[src/rtl/vga_text_pkg.sv]
// Shared definitions for the text console writer: screen geometry per font
// mode, control codes, address/cursor widths and the writer state encoding.
package vga_text_pkg;

  localparam int ADDR_W   = 13;
  localparam int CURSOR_W = 13;
  localparam int ROW_W    = 6;
  localparam int COL_W    = 7;

  // Screen geometry: 8x8 font gives 80x60 cells, 16x16 font gives 40x30.
  localparam logic [COL_W-1:0]  W_8X8   = 7'd80;
  localparam logic [COL_W-1:0]  W_16X16 = 7'd40;
  localparam logic [ROW_W-1:0]  H_8X8   = 6'd60;
  localparam logic [ROW_W-1:0]  H_16X16 = 6'd30;

  // Number of cells moved up by one scroll: (H-1)*W.
  localparam logic [ADDR_W-1:0] SCROLL_LEN_8X8   = 13'd4720;
  localparam logic [ADDR_W-1:0] SCROLL_LEN_16X16 = 13'd1160;

  localparam logic [7:0] CH_BS         = 8'h08;
  localparam logic [7:0] CH_LF         = 8'h0A;
  localparam logic [7:0] CH_CR         = 8'h0D;
  localparam logic [7:0] CH_SP         = 8'h20;
  localparam logic [7:0] CH_LAST_PRINT = 8'h7E;

  typedef enum logic [1:0] {
    ST_IDLE    = 2'd0,
    ST_CLEAR   = 2'd1,
    ST_SCROLL  = 2'd2,
    ST_CLRLINE = 2'd3
  } state_e;

  function automatic logic [COL_W-1:0] cols_of(input logic mode);
    return mode ? W_16X16 : W_8X8;
  endfunction

  function automatic logic [ROW_W-1:0] rows_of(input logic mode);
    return mode ? H_16X16 : H_8X8;
  endfunction

  function automatic logic [ADDR_W-1:0] scroll_len_of(input logic mode);
    return mode ? SCROLL_LEN_16X16 : SCROLL_LEN_8X8;
  endfunction

  function automatic logic is_printable(input logic [7:0] c);
    return (c >= CH_SP) && (c <= CH_LAST_PRINT);
  endfunction

endpackage

[src/rtl/text_console_writer_if.sv]
// Character input, clear control and VRAM port bundle of the console writer.
// master = character source / VRAM owner, slave = the writer itself.
interface text_console_writer_if;
  import vga_text_pkg::*;

  logic                char_valid;
  logic                char_ready;
  logic [7:0]          char_data;
  logic [7:0]          char_attr;
  logic                clear_req;
  logic                mode16;
  logic                vram_we;
  logic [ADDR_W-1:0]   vram_waddr;
  logic [15:0]         vram_wdata;
  logic [ADDR_W-1:0]   vram_raddr;
  logic [15:0]         vram_rdata;
  logic [CURSOR_W-1:0] cursor;
  logic                busy;

  modport master (
    output char_valid, char_data, char_attr, clear_req, mode16, vram_rdata,
    input  char_ready, vram_we, vram_waddr, vram_wdata, vram_raddr, cursor, busy
  );

  modport slave (
    input  char_valid, char_data, char_attr, clear_req, mode16, vram_rdata,
    output char_ready, vram_we, vram_waddr, vram_wdata, vram_raddr, cursor, busy
  );

endinterface

[src/rtl/text_addr_gen.sv]
// Cell address generator: row*W+col using shift-add (W=80 or W=40).
module text_addr_gen
  import vga_text_pkg::*;
(
  input  logic [ROW_W-1:0]  row,
  input  logic [COL_W-1:0]  col,
  input  logic              mode,
  output logic [ADDR_W-1:0] addr
);

  logic [ADDR_W-1:0] row_x_s;
  logic [ADDR_W-1:0] col_x_s;

  // row*80 = (row<<6)+(row<<4); row*40 = (row<<5)+(row<<3)
  always_comb begin
    row_x_s = {7'd0, row};
    col_x_s = {6'd0, col};
    if (mode) begin
      addr = (row_x_s << 5) + (row_x_s << 3) + col_x_s;
    end else begin
      addr = (row_x_s << 6) + (row_x_s << 4) + col_x_s;
    end
  end

endmodule

[src/rtl/text_console_writer.sv]
// Text console writer: places characters into a VRAM cell array at the cursor,
// handles CR/LF/BS, scrolls the screen up one line at the bottom and clears
// the screen on request (relatching the font mode).
module text_console_writer
  import vga_text_pkg::*;
(
  input  logic clk,
  input  logic rstn,
  text_console_writer_if.slave bus
);

  state_e            state_r, state_nx_s;
  logic              mode_r, mode_nx_s;
  logic [ROW_W-1:0]  row_r, row_nx_s;
  logic [COL_W-1:0]  col_r, col_nx_s;
  logic [ROW_W-1:0]  scan_row_r, scan_row_nx_s;
  logic [COL_W-1:0]  scan_col_r, scan_col_nx_s;
  logic [ADDR_W-1:0] cnt_r, cnt_nx_s;
  logic              pend_r, pend_nx_s;
  logic              we_r, we_nx_s;
  logic [ADDR_W-1:0] waddr_r, waddr_nx_s;
  logic [15:0]       wdata_r, wdata_nx_s;
  logic [ADDR_W-1:0] raddr_r, raddr_nx_s;
  logic              busy_r;

  logic [COL_W-1:0]  w_s;
  logic [ROW_W-1:0]  h_s;
  logic [ADDR_W-1:0] scroll_len_s;
  logic [ROW_W-1:0]  gen_row_s;
  logic [COL_W-1:0]  gen_col_s;
  logic [ADDR_W-1:0] gen_addr_s;
  logic              row_inc_s;

  assign w_s          = cols_of(mode_r);
  assign h_s          = rows_of(mode_r);
  assign scroll_len_s = scroll_len_of(mode_r);

  // In IDLE the generator addresses the cursor cell (one left of it for a
  // backspace); in the bulk states it follows the scan pointer.
  always_comb begin
    gen_row_s = scan_row_r;
    gen_col_s = scan_col_r;
    if (state_r == ST_IDLE) begin
      gen_row_s = row_r;
      if ((bus.char_data == CH_BS) && (col_r != 7'd0)) begin
        gen_col_s = col_r - 7'd1;
      end else begin
        gen_col_s = col_r;
      end
    end else begin
      gen_row_s = scan_row_r;
      gen_col_s = scan_col_r;
    end
  end

  text_addr_gen u_addr_gen (
    .row  (gen_row_s),
    .col  (gen_col_s),
    .mode (mode_r),
    .addr (gen_addr_s)
  );

  // Next-state and next-output decode for the writer FSM.
  always_comb begin
    state_nx_s    = state_r;
    mode_nx_s     = mode_r;
    row_nx_s      = row_r;
    col_nx_s      = col_r;
    scan_row_nx_s = scan_row_r;
    scan_col_nx_s = scan_col_r;
    cnt_nx_s      = cnt_r;
    pend_nx_s     = 1'b0;
    we_nx_s       = 1'b0;
    waddr_nx_s    = waddr_r;
    wdata_nx_s    = wdata_r;
    raddr_nx_s    = raddr_r;
    row_inc_s     = 1'b0;

    case (state_r)
      ST_IDLE: begin
        if (bus.clear_req) begin
          mode_nx_s     = bus.mode16;
          state_nx_s    = ST_CLEAR;
          row_nx_s      = 6'd0;
          col_nx_s      = 7'd0;
          scan_row_nx_s = 6'd0;
          scan_col_nx_s = 7'd0;
        end else if (bus.char_valid) begin
          if (is_printable(bus.char_data)) begin
            we_nx_s    = 1'b1;
            waddr_nx_s = gen_addr_s;
            wdata_nx_s = {bus.char_attr, bus.char_data};
            if (col_r == (w_s - 7'd1)) begin
              col_nx_s  = 7'd0;
              row_inc_s = 1'b1;
            end else begin
              col_nx_s = col_r + 7'd1;
            end
          end else if (bus.char_data == CH_CR) begin
            col_nx_s = 7'd0;
          end else if (bus.char_data == CH_LF) begin
            col_nx_s  = 7'd0;
            row_inc_s = 1'b1;
          end else if ((bus.char_data == CH_BS) && (col_r != 7'd0)) begin
            col_nx_s   = col_r - 7'd1;
            we_nx_s    = 1'b1;
            waddr_nx_s = gen_addr_s;
            wdata_nx_s = {bus.char_attr, CH_SP};
          end else begin
            // BS at column 0 and unknown codes are consumed silently.
            col_nx_s = col_r;
          end

          if (row_inc_s) begin
            if (row_r == (h_s - 6'd1)) begin
              // Bottom line: cursor stays on the last row, screen moves up.
              col_nx_s      = 7'd0;
              state_nx_s    = ST_SCROLL;
              cnt_nx_s      = 13'd0;
              raddr_nx_s    = {6'd0, w_s};
              scan_row_nx_s = 6'd1;
              scan_col_nx_s = 7'd1;
            end else begin
              row_nx_s = row_r + 6'd1;
            end
          end else begin
            row_nx_s = row_r;
          end
        end else begin
          state_nx_s = ST_IDLE;
        end
      end

      ST_SCROLL: begin
        // cnt_r is the scroll cycle k: read of W+k is on raddr, and the
        // data read in the previous cycle is written back one row higher.
        pend_nx_s = (cnt_r < scroll_len_s);
        if (pend_r) begin
          we_nx_s    = 1'b1;
          waddr_nx_s = cnt_r - 13'd1;
          wdata_nx_s = bus.vram_rdata;
        end else begin
          we_nx_s = 1'b0;
        end
        if ((cnt_r + 13'd1) < scroll_len_s) begin
          raddr_nx_s = gen_addr_s;
          if (scan_col_r == (w_s - 7'd1)) begin
            scan_col_nx_s = 7'd0;
            scan_row_nx_s = scan_row_r + 6'd1;
          end else begin
            scan_col_nx_s = scan_col_r + 7'd1;
          end
        end else begin
          raddr_nx_s = raddr_r;
        end
        if (cnt_r == scroll_len_s) begin
          state_nx_s    = ST_CLRLINE;
          cnt_nx_s      = 13'd0;
          scan_row_nx_s = h_s - 6'd1;
          scan_col_nx_s = 7'd0;
        end else begin
          cnt_nx_s = cnt_r + 13'd1;
        end
      end

      ST_CLRLINE: begin
        we_nx_s    = 1'b1;
        waddr_nx_s = gen_addr_s;
        wdata_nx_s = 16'h0000;
        if (scan_col_r == (w_s - 7'd1)) begin
          state_nx_s = ST_IDLE;
        end else begin
          scan_col_nx_s = scan_col_r + 7'd1;
        end
      end

      ST_CLEAR: begin
        we_nx_s    = 1'b1;
        waddr_nx_s = gen_addr_s;
        wdata_nx_s = 16'h0000;
        if (scan_col_r == (w_s - 7'd1)) begin
          scan_col_nx_s = 7'd0;
          if (scan_row_r == (h_s - 6'd1)) begin
            state_nx_s = ST_IDLE;
          end else begin
            scan_row_nx_s = scan_row_r + 6'd1;
          end
        end else begin
          scan_col_nx_s = scan_col_r + 7'd1;
        end
      end

      default: begin
        state_nx_s = ST_IDLE;
      end
    endcase
  end

  // State, cursor, scan and VRAM port registers.
  always_ff @(posedge clk or negedge rstn) begin
    if (!rstn) begin
      state_r    <= ST_IDLE;
      mode_r     <= 1'b0;
      row_r      <= 6'd0;
      col_r      <= 7'd0;
      scan_row_r <= 6'd0;
      scan_col_r <= 7'd0;
      cnt_r      <= 13'd0;
      pend_r     <= 1'b0;
      we_r       <= 1'b0;
      waddr_r    <= 13'd0;
      wdata_r    <= 16'h0000;
      raddr_r    <= 13'd0;
      busy_r     <= 1'b0;
    end else begin
      state_r    <= state_nx_s;
      mode_r     <= mode_nx_s;
      row_r      <= row_nx_s;
      col_r      <= col_nx_s;
      scan_row_r <= scan_row_nx_s;
      scan_col_r <= scan_col_nx_s;
      cnt_r      <= cnt_nx_s;
      pend_r     <= pend_nx_s;
      we_r       <= we_nx_s;
      waddr_r    <= waddr_nx_s;
      wdata_r    <= wdata_nx_s;
      raddr_r    <= raddr_nx_s;
      busy_r     <= (state_nx_s != ST_IDLE);
    end
  end

  assign bus.char_ready = (state_r == ST_IDLE) && !bus.clear_req;
  assign bus.vram_we    = we_r;
  assign bus.vram_waddr = waddr_r;
  assign bus.vram_wdata = wdata_r;
  assign bus.vram_raddr = raddr_r;
  assign bus.cursor     = {row_r, col_r};
  assign bus.busy       = busy_r;

endmodule
[src/flat_wrapper.sv]
// flat-port wrapper written by rule: the top's interface ports become plain ports
module text_console_writer_flat import vga_text_pkg::*;
  (clk, rstn, bus_char_valid, bus_char_data, bus_char_attr, bus_clear_req, bus_mode16, bus_vram_rdata, bus_char_ready, bus_vram_we, bus_vram_waddr, bus_vram_wdata, bus_vram_raddr, bus_cursor, bus_busy);
  text_console_writer_if bus_i ();
  input  logic clk;
  input  logic rstn;
  input wire logic [$bits(bus_i.char_valid)-1:0] bus_char_valid;
  input wire logic [$bits(bus_i.char_data)-1:0] bus_char_data;
  input wire logic [$bits(bus_i.char_attr)-1:0] bus_char_attr;
  input wire logic [$bits(bus_i.clear_req)-1:0] bus_clear_req;
  input wire logic [$bits(bus_i.mode16)-1:0] bus_mode16;
  input wire logic [$bits(bus_i.vram_rdata)-1:0] bus_vram_rdata;
  output wire logic [$bits(bus_i.char_ready)-1:0] bus_char_ready;
  output wire logic [$bits(bus_i.vram_we)-1:0] bus_vram_we;
  output wire logic [$bits(bus_i.vram_waddr)-1:0] bus_vram_waddr;
  output wire logic [$bits(bus_i.vram_wdata)-1:0] bus_vram_wdata;
  output wire logic [$bits(bus_i.vram_raddr)-1:0] bus_vram_raddr;
  output wire logic [$bits(bus_i.cursor)-1:0] bus_cursor;
  output wire logic [$bits(bus_i.busy)-1:0] bus_busy;
  assign bus_i.char_valid = bus_char_valid;
  assign bus_i.char_data = bus_char_data;
  assign bus_i.char_attr = bus_char_attr;
  assign bus_i.clear_req = bus_clear_req;
  assign bus_i.mode16 = bus_mode16;
  assign bus_i.vram_rdata = bus_vram_rdata;
  assign bus_char_ready = bus_i.char_ready;
  assign bus_vram_we = bus_i.vram_we;
  assign bus_vram_waddr = bus_i.vram_waddr;
  assign bus_vram_wdata = bus_i.vram_wdata;
  assign bus_vram_raddr = bus_i.vram_raddr;
  assign bus_cursor = bus_i.cursor;
  assign bus_busy = bus_i.busy;
  text_console_writer u_core (.clk(clk), .rstn(rstn), .bus(bus_i));
endmodule
[config.mk]
export PLATFORM = sky130hd
export DESIGN_NAME = text_console_writer_flat
export DESIGN_NICKNAME = d
export VERILOG_FILES = /design/src/rtl/vga_text_pkg.sv /design/src/rtl/text_console_writer_if.sv /design/src/rtl/text_addr_gen.sv /design/src/rtl/text_console_writer.sv /design/src/flat_wrapper.sv
export SDC_FILE = /design/constraint.sdc
export NUM_CORES = 1
export LEC_CHECK = 0
export CORE_MARGIN = 5
export CORE_UTILIZATION = 50
export DETAILED_ROUTE_END_ITERATION = 16
export PLACE_DENSITY = 0.85
export SYNTH_ARGS = -nofsm -noshare
export SYNTH_HDL_FRONTEND = slang
export SYNTH_SLANG_ARGS = --single-unit
[constraint.sdc]
create_clock -name clk -period 8.2 [get_ports clk]
set_clock_uncertainty 0.05 [all_clocks]
set_input_delay 2.46 -clock clk [delete_from_list [all_inputs] [get_ports clk]]
set_output_delay 2.46 -clock clk [all_outputs]
set_load 0.01 [all_outputs]
==> results_dict.tcl <==
set metrics [dict create \
    dieArea_um2 15700 \
    avgSynthCellArea_um2 8.74 \
    worst_slew_margin_rel_pct 15.7 \
    wl_mm 18.7 \
    num_rows 42 \
    r2r_start "u_core.col_r[0]" \
    synthArstFlopShare_pct 100 \
    ioPinCount 95 \
    synth_edf_count 0 \
    clockBufferDepth 2 \
    fillCellCount 1123 \
    syn_inst 760 \
    clkLatencyLatePin_ns 0.35 \
    start_util_pct 50.6 \
    ys_warn_count 0 \
    final_nets 911 \
    post_cts_resized 0 \
    yosys-top-cells-area "dfrtp_1, ha_1, o21ai_0, nand2_1, a21oi_1" \
    syn_nets 846 \
    ys_seq_elements 87 \
    ys_top_cells_by_count "dfrtp_1, nand2_1, o21ai_0, nor2_1, ha_1" \
    worstSetupEndpointType "register" \
    drv_cap 0 \
    wl_per_cell_um 18.6 \
    min_from "u_core.bus.vram_wdata[12]" \
    post_cts_buffers 0 \
    clkSinkCount 87 \
    clk_pin_slew_worst_paths_ns 0.07 \
    wl_met1_mm 8.16 \
    drc_errors 0 \
    maxSlewViolCount 0 \
    worst_pin_slew_ns 1.26 \
    first_global_vias 5906 \
    port_buffers 94 \
    setup_violations 0 \
    cp.required_ns 8.37 \
    whs_ns 0.433 \
    cp.arrival_ns 6.99 \
    hpwlAfterDp_mm 13.5 \
    synth.most_common_cell "dfrtp_1" \
    wl_met2_mm 8.91 \
    area_delta_synth_final_pct 20.3 \
    dp_slack_ns 1.07 \
    grt_pass1_wl_mm 30.8 \
    synth_cell_types 77 \
    outcome "finished, final reports clean" \
    synth_top_area_share_pct 32.8 \
    power_density_nw_per_um2 262 \
    period_share_pct 83.1 \
    worstSetupPathType "input port to register" \
    gr-usage-all-layers_pct 23.7 \
    startpoint "bus_char_data[5]" \
    regArea_um2 2180 \
    yosys.area.top_type "dfrtp_1" \
    fmax_mhz 147 \
    via_per_inst 6.09 \
    peakVddDrop_v 0.000221 \
    multi_input_area_um2 4130 \
    drtIter0Drc 642 \
    ctsHoldBuffers 0 \
    instances_no_fill 1006 \
    cts_inserted_buffers 9 \
    vias 6124 \
    antenna_found_initial 0 \
    globalplace.congestion 0.924 \
    fin_ws_ns 1.39 \
    wl_met3_mm 1.23 \
    min_period_ns 6.81 \
    overflow 0 \
    drt_first_pass_iters 6 \
    chipHeight_um 125 \
    htreeDepth 3 \
    insertedDiodeCount 0 \
    ys_seq_area_share_pct 32.8 \
    topRoutingLayerUsed "met4" \
    tns_ns 0 \
    cts_tree "done" \
    grt_max_degree 57 \
    ant_nets 0 \
    hold_viol_final 0 \
    synth_area_um2 6640 \
    rsz0062_at_grt "false" \
    ys.flop_type "dfrtp_1" \
    clockRootBuffer "clkbuf_16" \
    layout-drive-gt1-share_pct 7.35 \
    fp.dieW_um 125 \
    core-area_um2 13100 \
    crit_fanout 5 \
    hold_path.class "register to register" \
    post-place-cells 990 \
    cp-start-kind "input port" \
    p_leak_uw 0.00356 \
]
critical path, cell delays in order:
cell and delay, ns:
clkdlybuf4s50_1 0.46, or4_4 0.55, nor3_2 0.26, nand4_1 0.25, nor3_1 0.37, xnor2_1 0.17
nor2_1 0.06, a21oi_1 0.31, fa_1 0.53, fa_1 0.45, nor2b_1 0.14, o21ai_0 0.10
a21oi_1 0.20, o21ai_0 0.13, a32o_1 0.27, nor2_1 0.15, o211ai_1 0.12
cells by family (layout without fill, tap and decap cells):
kind of cell	Yosys count	count (layout)	synth area share (%)
DFF	87	87	32.8
AOI/OAI and AO/OA	224	224	23.2
muxes	22	22	3.69
xor gates and xnor gates	38	38	5.01
buffers and inverters	86	156	5.25
adders and majority gates	49	49	9.79
and+or+nand+nor	254	254	20.3
flip-flops by register name, indices dropped and copies added, names as in the netlist, 2 cells and up:
register / count
u_core.row_r: 6
u_core.bus.vram_raddr: 13
u_core.bus.vram_waddr: 13
u_core.scan_col_r: 7
u_core.col_r: 7
u_core.state_r: 2
u_core.scan_row_r: 6
u_core.bus.vram_wdata: 16
u_core.cnt_r: 13
metrics by stage:
step,cell area (um^2),util (%),total power (uW)
finish,7990,60.8,2090
global route,7990,60.8,2230
CTS,7990,60.8,2090
detailed placement,7660,58.3,1620
global placement,7660,58.3,1590
floorplan,6640,-,1240
report_power, final:
group,switching [uW],internal [uW]
Clock,190,271
Combinational,596,420
Sequential,89.9,526
path summary, 6_finish.rpt:
check / end / slack (ns) / cells past startpoint
worst min-delay path: u_core.bus.vram_wdata[12] / 0.43 / 2
worst max register to register: u_core.bus.vram_waddr[11] / 3.21 / 18
worst max-delay path: u_core.bus.vram_waddr[11] / 1.39 / 17
max in group asynchronous: u_core.bus.vram_waddr[9] / 5.06 / 2
worst min register to register: u_core.bus.vram_wdata[12] / 0.43 / 2
min in group asynchronous: u_core.scan_col_r[0] / 2.01 / 1
routing by layer:
layer	up-vias	GRT usage, %
met5	-	0
met4	0	7.27
met3	40	3.84
met2	283	38.0
met1	2923	33.1
li1	2878	-
cell type report:
cell class                 count  area share, %
clock buffer                   9           2.82
clock inverter                 7           1.32
inverter                      40           1.88
multi-input combinational    587           51.7
sequential                    87           27.2
tap                          176           2.76
timing repair buffer         100           12.3
layout by cell type (no fill, tap or decap), drive strengths merged, types with 5 or more instances in the layout:
cell type | synthesis | layout
a211oi | 8 | 8
a21boi | 5 | 5
a21o | 14 | 14
a21oi | 42 | 42
a22o | 8 | 8
a22oi | 8 | 8
a31oi | 7 | 7
a32oi | 7 | 7
and2 | 9 | 9
and3 | 9 | 9
buf | 18 | 7
clkbuf | 28 | 9
clkdlybuf4s50 | 0 | 93
dfrtp | 87 | 87
fa | 5 | 5
ha | 44 | 44
inv | 39 | 41
mux2 | 11 | 11
mux2i | 11 | 11
nand2 | 85 | 85
nand2b | 9 | 9
nand3 | 25 | 25
nand3b | 6 | 6
nand4 | 10 | 10
nor2 | 50 | 50
nor2b | 7 | 7
nor3 | 15 | 15
nor4bb | 8 | 8
o21ai | 74 | 74
o2bb2ai | 9 | 9
or3 | 6 | 6
xnor2 | 20 | 20
xor2 | 18 | 18
No activity file was read; power rests on OpenSTA's default activity.
